**config.mk**
```make
export PLATFORM = sky130hd
export DESIGN_NAME = muldiv_unit
export DESIGN_NICKNAME = d
export VERILOG_FILES = /design/src/rtl/muldiv_unit.sv
export SDC_FILE = /design/constraint.sdc
export NUM_CORES = 1
export LEC_CHECK = 0
export BUFFER_PORTS_ARGS = -buffer_cell sky130_fd_sc_hd__buf_2
export CELL_PAD_IN_SITES_DETAIL_PLACEMENT = 1
export CELL_PAD_IN_SITES_GLOBAL_PLACEMENT = 1
export CORE_MARGIN = 1
export CORE_UTILIZATION = 45
export DETAILED_ROUTE_END_ITERATION = 7
export GPL_TIMING_DRIVEN = 0
export PLACE_DENSITY = 0.92
export SLEW_MARGIN = 10
export SYNTH_ARGS = -nofsm -noshare
export SYNTH_HDL_FRONTEND = slang
export SYNTH_SLANG_ARGS = --single-unit
```
**constraint.sdc**
```tcl
create_clock -name clk -period 5.2 [get_ports clk]
set_input_delay 0.26 -clock clk [delete_from_list [all_inputs] [get_ports clk]]
set_output_delay 0.26 -clock clk [all_outputs]
set_load 0.1 [all_outputs]
```
**src/rtl/muldiv_unit.sv**
```systemverilog
// ============================================================================
// muldiv_unit
// ----------------------------------------------------------------------------
// Iterative multiply/divide unit with HI/LO result registers for a
// single-cycle datapath. multu (unsigned WIDTH x WIDTH -> 2*WIDTH) and
// div (signed WIDTH / WIDTH) each take WIDTH iteration cycles. While an
// operation is pending, stall freezes PC/fetch.
//
// Ports
//   clk     in   rising-edge clock
//   rst_n   in   asynchronous active-low reset
//   cmul    in   [1:0] op: 0 none, 1 multu, 2 div, 3 reserved (treated as none)
//   op_a    in   [WIDTH-1:0] multiplicand / dividend
//   op_b    in   [WIDTH-1:0] multiplier / divisor
//   stall   out  combinational freeze request
//   busy    out  registered, high while iterating
//   done    out  registered, one-cycle pulse when the result is committed
//   hi      out  [WIDTH-1:0] upper product / remainder
//   lo      out  [WIDTH-1:0] lower product / quotient
//   div0    out  divide-by-zero pulse (only with MULDIV_DIVZERO_FLAG_EN)
//
// Build option
//   MULDIV_DIVZERO_FLAG_EN : adds div0; a div by zero leaves hi/lo untouched
//                            and pulses div0 with done. Without it, a div by
//                            zero writes lo = all-ones, hi = op_a.
//
// State | meaning
// ------+-------------------------------------------------------------
// IDLE  | waiting for cmul = multu/div; operands latched on issue
// RUN   | one shift-add / restoring shift-subtract step per cycle
// DONE  | result visible in hi/lo, done pulses, back to IDLE
// ============================================================================
module muldiv_unit #(
    parameter int WIDTH = 32
) (
    input  logic             clk,
    input  logic             rst_n,
    input  logic [1:0]       cmul,
    input  logic [WIDTH-1:0] op_a,
    input  logic [WIDTH-1:0] op_b,
    output logic             stall,
    output logic             busy,
    output logic             done,
    output logic [WIDTH-1:0] hi,
    output logic [WIDTH-1:0] lo
`ifdef MULDIV_DIVZERO_FLAG_EN
    ,
    output logic             div0
`endif
);

    localparam int CW = (WIDTH > 1) ? $clog2(WIDTH) : 1;

    typedef enum logic [1:0] {
        S_IDLE = 2'd0,
        S_RUN  = 2'd1,
        S_DONE = 2'd2
    } state_t;

    state_t               state_q, state_d;
    logic [CW-1:0]        count_q, count_d;
    logic                 is_div_q, is_div_d;
    logic                 a_neg_q, a_neg_d;
    logic                 b_neg_q, b_neg_d;
    logic [WIDTH-1:0]     opnd_q, opnd_d;     // multiplicand, or divisor magnitude
    logic [2*WIDTH-1:0]   work_q, work_d;     // {acc, multiplier} or {rem, quotient}
    logic [WIDTH-1:0]     hi_q, hi_d;
    logic [WIDTH-1:0]     lo_q, lo_d;
    logic                 busy_q, busy_d;
    logic                 done_q, done_d;
`ifdef MULDIV_DIVZERO_FLAG_EN
    logic                 div0_q, div0_d;
`endif

    logic                 issue;
    logic [WIDTH:0]       mul_sum;
    logic [2*WIDTH-1:0]   mul_next;
    logic [WIDTH:0]       div_shift;
    logic [WIDTH:0]       div_diff;
    logic                 div_ge;
    logic [2*WIDTH-1:0]   div_next;
    logic [WIDTH-1:0]     quo_mag, rem_mag;
    logic [WIDTH-1:0]     quo_s, rem_s;
    logic                 b_zero;

    assign issue = (cmul == 2'd1) || (cmul == 2'd2);

    always_comb begin
        // datapath step candidates
        mul_sum   = {1'b0, work_q[2*WIDTH-1:WIDTH]}
                  + (work_q[0] ? {1'b0, opnd_q} : {(WIDTH+1){1'b0}});
        mul_next  = {mul_sum, work_q[WIDTH-1:1]};

        div_shift = {work_q[2*WIDTH-1:WIDTH], work_q[WIDTH-1]};
        div_diff  = div_shift - {1'b0, opnd_q};
        div_ge    = ~div_diff[WIDTH];
        div_next  = {(div_ge ? div_diff[WIDTH-1:0] : div_shift[WIDTH-1:0]),
                     work_q[WIDTH-2:0], div_ge};

        quo_mag   = div_next[WIDTH-1:0];
        rem_mag   = div_next[2*WIDTH-1:WIDTH];
        quo_s     = (a_neg_q ^ b_neg_q) ? -quo_mag : quo_mag;
        rem_s     = a_neg_q ? -rem_mag : rem_mag;
        b_zero    = (opnd_q == '0);

        state_d   = state_q;
        count_d   = count_q;
        is_div_d  = is_div_q;
        a_neg_d   = a_neg_q;
        b_neg_d   = b_neg_q;
        opnd_d    = opnd_q;
        work_d    = work_q;
        hi_d      = hi_q;
        lo_d      = lo_q;
`ifdef MULDIV_DIVZERO_FLAG_EN
        div0_d    = 1'b0;
`endif

        case (state_q)
            S_IDLE: begin
                if (issue) begin
                    state_d  = S_RUN;
                    count_d  = '0;
                    is_div_d = (cmul == 2'd2);
                    if (cmul == 2'd2) begin
                        a_neg_d = op_a[WIDTH-1];
                        b_neg_d = op_b[WIDTH-1];
                        opnd_d  = op_b[WIDTH-1] ? -op_b : op_b;
                        work_d  = {{WIDTH{1'b0}}, (op_a[WIDTH-1] ? -op_a : op_a)};
                    end else begin
                        a_neg_d = 1'b0;
                        b_neg_d = 1'b0;
                        opnd_d  = op_b;
                        work_d  = {{WIDTH{1'b0}}, op_a};
                    end
                end
            end

            S_RUN: begin
                work_d  = is_div_q ? div_next : mul_next;
                count_d = count_q + CW'(1);
                if (count_q == CW'(WIDTH - 1)) begin
                    state_d = S_DONE;
                    if (!is_div_q) begin
                        hi_d = mul_next[2*WIDTH-1:WIDTH];
                        lo_d = mul_next[WIDTH-1:0];
                    end else if (b_zero) begin
`ifdef MULDIV_DIVZERO_FLAG_EN
                        div0_d = 1'b1;
`else
                        // With a zero divisor every step "succeeds", so the
                        // remainder field ends up holding the dividend
                        // magnitude; re-signing it recovers the original op_a.
                        hi_d = rem_s;
                        lo_d = {WIDTH{1'b1}};
`endif
                    end else begin
                        hi_d = rem_s;
                        lo_d = quo_s;
                    end
                end
            end

            S_DONE: begin
                state_d = S_IDLE;
            end

            default: begin
                state_d = S_IDLE;
            end
        endcase

        busy_d = (state_d == S_RUN);
        done_d = (state_d == S_DONE);
    end

    always_ff @(posedge clk or negedge rst_n) begin
        if (!rst_n) begin
            state_q  <= S_IDLE;
            count_q  <= '0;
            is_div_q <= 1'b0;
            a_neg_q  <= 1'b0;
            b_neg_q  <= 1'b0;
            opnd_q   <= '0;
            work_q   <= '0;
            hi_q     <= '0;
            lo_q     <= '0;
            busy_q   <= 1'b0;
            done_q   <= 1'b0;
`ifdef MULDIV_DIVZERO_FLAG_EN
            div0_q   <= 1'b0;
`endif
        end else begin
            state_q  <= state_d;
            count_q  <= count_d;
            is_div_q <= is_div_d;
            a_neg_q  <= a_neg_d;
            b_neg_q  <= b_neg_d;
            opnd_q   <= opnd_d;
            work_q   <= work_d;
            hi_q     <= hi_d;
            lo_q     <= lo_d;
            busy_q   <= busy_d;
            done_q   <= done_d;
`ifdef MULDIV_DIVZERO_FLAG_EN
            div0_q   <= div0_d;
`endif
        end
    end

    // Low in DONE so the PC advances while the result is committed.
    assign stall = ((state_q == S_IDLE) && issue) || (state_q == S_RUN);
    assign busy  = busy_q;
    assign done  = done_q;
    assign hi    = hi_q;
    assign lo    = lo_q;
`ifdef MULDIV_DIVZERO_FLAG_EN
    assign div0  = div0_q;
`endif

endmodule

```
---- Word-level counts from Yosys, hierarchy flattened ----
Cells that the tools add are included.
cells by class
  add/subtract/negate cells ............... 7
  eq/ne operators ......................... 7
  muxes and demuxes ....................... 21
  bitwise logic cells ..................... 2
  reductions and logical operators ........ 9
operators with widths
  cell                                                  count
  2-to-1 mux 32 bit                                     11
  2-to-1 mux 64 bit                                     2
  negator 32 bit                                        4
  one-hot mux 64 bit (2 select lines)                   1
  adder 32 x 32 -> 33 bit                               1
  subtractor 33 x 32 -> 33 bit                          1
  zero test 32 bit                                      1
  one-hot mux 5 bit (2 select lines)                    1
  equality test 2 x 1 -> 1 bit (second input constant)  3
  AND reduction 2 bit                                   3
  adder 5 x 1 -> 5 bit (second input constant)          1
  equality test 5 bit (second input constant)           1
  2-to-1 mux 5 bit                                      1
  equality test 2 bit (second input constant)           2
  2-to-1 mux 2 bit                                      2
  one-hot mux 2 bit (2 select lines)                    1
  zero test 2 bit                                       1
  logical OR 1 bit                                      2
  2-to-1 mux 1 bit                                      2
  inequality test 2 bit (second input constant)         1
  nonzero test 2 bit                                    1
  logical AND 1 bit                                     1
  inverter 1 bit                                        1
  XOR 1 bit                                             1
storage, ports and cells
  bits in registers ....................... 172
  bits of input ports ..................... 68

---- Longest topological paths before layout ----
  word-level depth ........................ 6
  gate-level depth with buffers ........... 24
  gate-level depth less buffers ........... 22

---- Worst setup path before layout ----
OpenSTA, ideal clock, no wires.
  kind .................................... register -> register
  start ................................... register work_q[31]
  end ..................................... register hi_q[26], in the netlist hi[26]
  library setup time ...................... 126 ps
  arrival ................................. 4,441 ps
  required time ........................... 5,074 ps
  setup slack ............................. 633 ps
  stages on the path, launching flop included .. 23
  cell sequence ........................... dfrtp_1 > inv_1 > ha_1 > inv_1 > fa_1 > a211oi_2 > o21ai_1 > o21ai_2 > a311oi_4 > o21ai_2 > nor2_8 > inv_4 > buf_2 > buf_2 > mux2i_1 > ha_1 > inv_1 > a2111oi_2 > a31oi_1 > a21o_1 > nor2_1 > a211oi_1 > a221o_1
between the ends
  cells in the longest elaborated chain, start to end .. 5
RTL lines
  item                          line  RTL
  start: declaration            66    logic [2*WIDTH-1:0] work_q, work_d;
  start signal: assignment      200   work_q <= work_d;
  subtractor 33 x 32 -> 33 bit  95    div_diff = div_shift - {1'b0, opnd_q};
  2-to-1 mux 32 bit (*)         97    div_next = {(div_ge ? div_diff[WIDTH-1:0] : div_shift[WIDTH-1:0]),
  negator 32 bit                103   rem_s = a_neg_q ? -rem_mag : rem_mag;
  2-to-1 mux 32 bit (*)         103
  2-to-1 mux 32 bit (*)         144   if (!is_div_q) begin
  end signal: assignment        201   hi_q <= hi_d;
  end: declaration              67    logic [WIDTH-1:0] hi_q, hi_d;
Mark *: on every way between the ends. The rest lies on a longest branch, timed or not.
A chain may end at the register's enable or synchronous reset.

---- Final worst setup path ----
  start ................................... register work_q[31]
  end ..................................... register hi_q[13], in the netlist hi[13]
Same word-level chain as after synthesis.

==> flow_summary.json <==
{
  "status": "completed",
  "wire_per_inst_um": 25.07,
  "io_pins": 135,
  "crit_path_end_kind": "flip-flop",
  "grt_use_total": 0.3738,
  "setup_ws_ns": 0.1153,
  "insertion_delay_ns": 0.46,
  "drtIter0Drc": 1938,
  "synth.most_common_cell": "o21ai_0",
  "crit_required_ns": 5.50,
  "grt-ovfl-total": 0,
  "first_global_vias": 16660,
  "nNetsFinal": 2218,
  "start_util": 0.4591,
  "antenna_found_initial": 1,
  "fin_area_um2": 16710,
  "maxCapViolations": 0,
  "ant_nets": 0,
  "numCtsBuffers": 17,
  "rr_endpoint": "hi[13]",
  "pre_cts_slack_ns": -0.8844,
  "cp-start-kind": "flip-flop",
  "multi_input_area_um2": 9712,
  "synth_commonest_cells": "o21ai_0 (247), nand2_1 (244), nor2_1 (219)",
  "yosysTopAreaCell": "dfrtp_1",
  "hold_viol": 0,
  "hold_class": "primary input to flip-flop",
  "fmax_mhz": 196.7,
  "ys_seq_elements": 172,
  "chipHeight_um": 181.9,
  "placed_area_um2": 15800,
  "path_max_fanout": 10,
  "antenna-diode-count": 0,
  "wl_um": 62440,
  "drive_gt1_frac": 0.1115,
  "place.gp.congestion": 1.004,
  "first_pass_iters": 7,
  "yosysSeqAreaShare": 0.2956,
  "regArea_um2": 4304,
  "synthCells": 1914,
  "portBuffers": 134,
  "clock_path_buffers": 2,
  "async_flop_share": 1.000,
  "maxSlewViolCount": 0,
  "fin_crit_ns": 5.085,
  "drc": 0,
  "slew_headroom": 0.3003,
  "synth_edf_count": 0,
  "reg2reg_from": "work_q[31]",
  "syn_area_per_cell_um2": 7.607,
  "via_per_inst": 6.610,
  "rrSetupSlack_ns": 0.12,
  "reg2reg_depth": 18,
  "dr_total_vias": 16470,
  "syn_area_um2": 14560,
  "nFillCells": 4026,
  "hpwl_um": 46900,
  "grt_pass1_wl_um": 94950,
  "tritoncts": "built",
  "syn_to_final_growth_pct": 14.76,
  "die_x_um": 181.9,
  "grt_max_degree": 68,
  "timing.final.crit_share": 0.9778,
  "ys_types": 80,
  "clock_skew_ns": 0.01469,
  "h-tree-depth": 4,
  "critPathCapture": "hi[13]",
  "die-area_um2": 33080,
  "cp.arrival_ns": 5.39,
  "core_region_area_um2": 31720,
  "critical_path_class": "flip-flop to flip-flop",
  "critPathLaunch": "work_q[31]",
  "synth_top_area_share": 0.2956,
  "synth_fp_nets": 2055,
  "root_buffer": "clkbuf_16",
  "row_count": 65,
  "ys.warnings.count": 0,
  "synthTopCellsByArea": "dfrtp_1 (30%), o21ai_0 (8.5%), nand2_1 (6.3%), ha_1 (6.1%), a21oi_1 (5.8%)",
  "clock-sinks": 172,
  "synthFlopType": "dfrtp_1",
  "clkTransAtPathRegs_ns": 0.08,
  "finalSetupViolations": 0,
  "worst_pin_slew_ns": 1.050
}
[kinds of logic (layout without fill, tap and decap cells)]
family | after synthesis | after routing | share of synthesized area
xor+xnor | 162 | 162 | 0.09745
buf+inv | 174 | 349 | 0.04675
mux | 27 | 27 | 0.01865
simple gates | 657 | 657 | 0.2018
compound gates | 649 | 649 | 0.2760
flops | 172 | 172 | 0.2956
fa+ha+maj | 73 | 73 | 0.06376
[layout make-up]
type / instances / share of cell area
Multi-Input combinational cell: 1568 / 0.5812
Sequential cell: 172 / 0.2576
Timing Repair Buffer: 145 / 0.04822
Tap cell: 402 / 0.03010
Clock buffer: 19 / 0.02711
Buffer: 101 / 0.02538
Inverter: 72 / 0.01662
Clock inverter: 12 / 0.01378
[how the worst min path moves through the flow]
stage	start	to	slack, ns	cells past startpoint
after floorplan	rst_n	a_neg_q	-0.04	0
after global placement	hi[20]	hi[20]	0.46	2
after detailed placement	rst_n	hi[18]	0.19	1
after CTS	op_b[31]	opnd_q[31]	0.11	3
after global routing	op_b[31]	opnd_q[31]	0.12	3
final	op_b[1]	opnd_q[1]	0.11	3
[critical path, cell delays in order (launching register included)]
cell      delay (ns)
dfrtp_1         0.43
inv_1           0.11
ha_1            0.19
inv_1           0.07
fa_2            0.39
a211oi_4        0.32
o21ai_2         0.14
o21ai_2         0.14
buf_4           0.16
a311oi_4        0.18
o21a_4          0.29
nor2_8          0.12
buf_4           0.22
clkbuf_1        0.69
buf_2           0.56
mux2i_1         0.34
xor2_1          0.10
a21oi_1         0.31
o21ai_0         0.13
[layer usage]
layer  global-route usage  part of all wire  routed length (µm)  vias to the layer above
met5                    0                 0                   0                        -
met4               0.1926             0.046                2878                        0
met3              0.08083             0.091                5691                      212
met2               0.5942              0.46               28710                      918
met1               0.4777              0.40               25160                     8192
li1                     -                 -                   -                     7143
[state kept, by name, indices dropped and copies added (netlist names)]
signal and count:
work_q 64, hi 32, lo 32, opnd_q 32
count_q 5, state_q 2, a_neg_q 1, b_neg_q 1
busy 1, done 1, is_div_q 1
[per-stage QoR]
step | util | hold WS (ns) | setup TNS (ns) | cells
global route | 0.5268 | 0.1193 | -0.04140 | 2491
floorplan | - | -0.03559 | 0 | 1914
CTS | 0.5230 | 0.1076 | 0 | 2488
global placement | 0.4961 | 0.4600 | -7.643 | 2450
finish | 0.5268 | 0.1076 | 0 | 2491
detailed placement | 0.4983 | 0.1887 | -10.71 | 2452
[cells in the final DEF, fill, tap and decap left out, drive strengths merged, types with 26 or more instances in the layout]
cell type / Yosys / layout
nor4: 28 / 28
clkbuf: 81 / 100
nand2: 246 / 246
xor2: 71 / 71
o22a: 27 / 27
o21ai: 257 / 257
nor2: 220 / 220
dfrtp: 172 / 172
a21oi: 170 / 170
inv: 72 / 76
nor3: 39 / 39
xnor2: 91 / 91
buf: 21 / 164
mux2i: 26 / 26
a21o: 27 / 27
ha: 71 / 71
[timing repair]
action,4_1_cts,5_1_grt
setup buffers,5,3
gates resized for setup,16,17
setup endpoints to repair,21,11
hold buffers,1,0
hold endpoints to repair,46,0
pin swaps,4,3
Power is left out: the tool's default activity adds up to more than one toggle a clock period on the data nets, which glitch-free logic cannot reach.
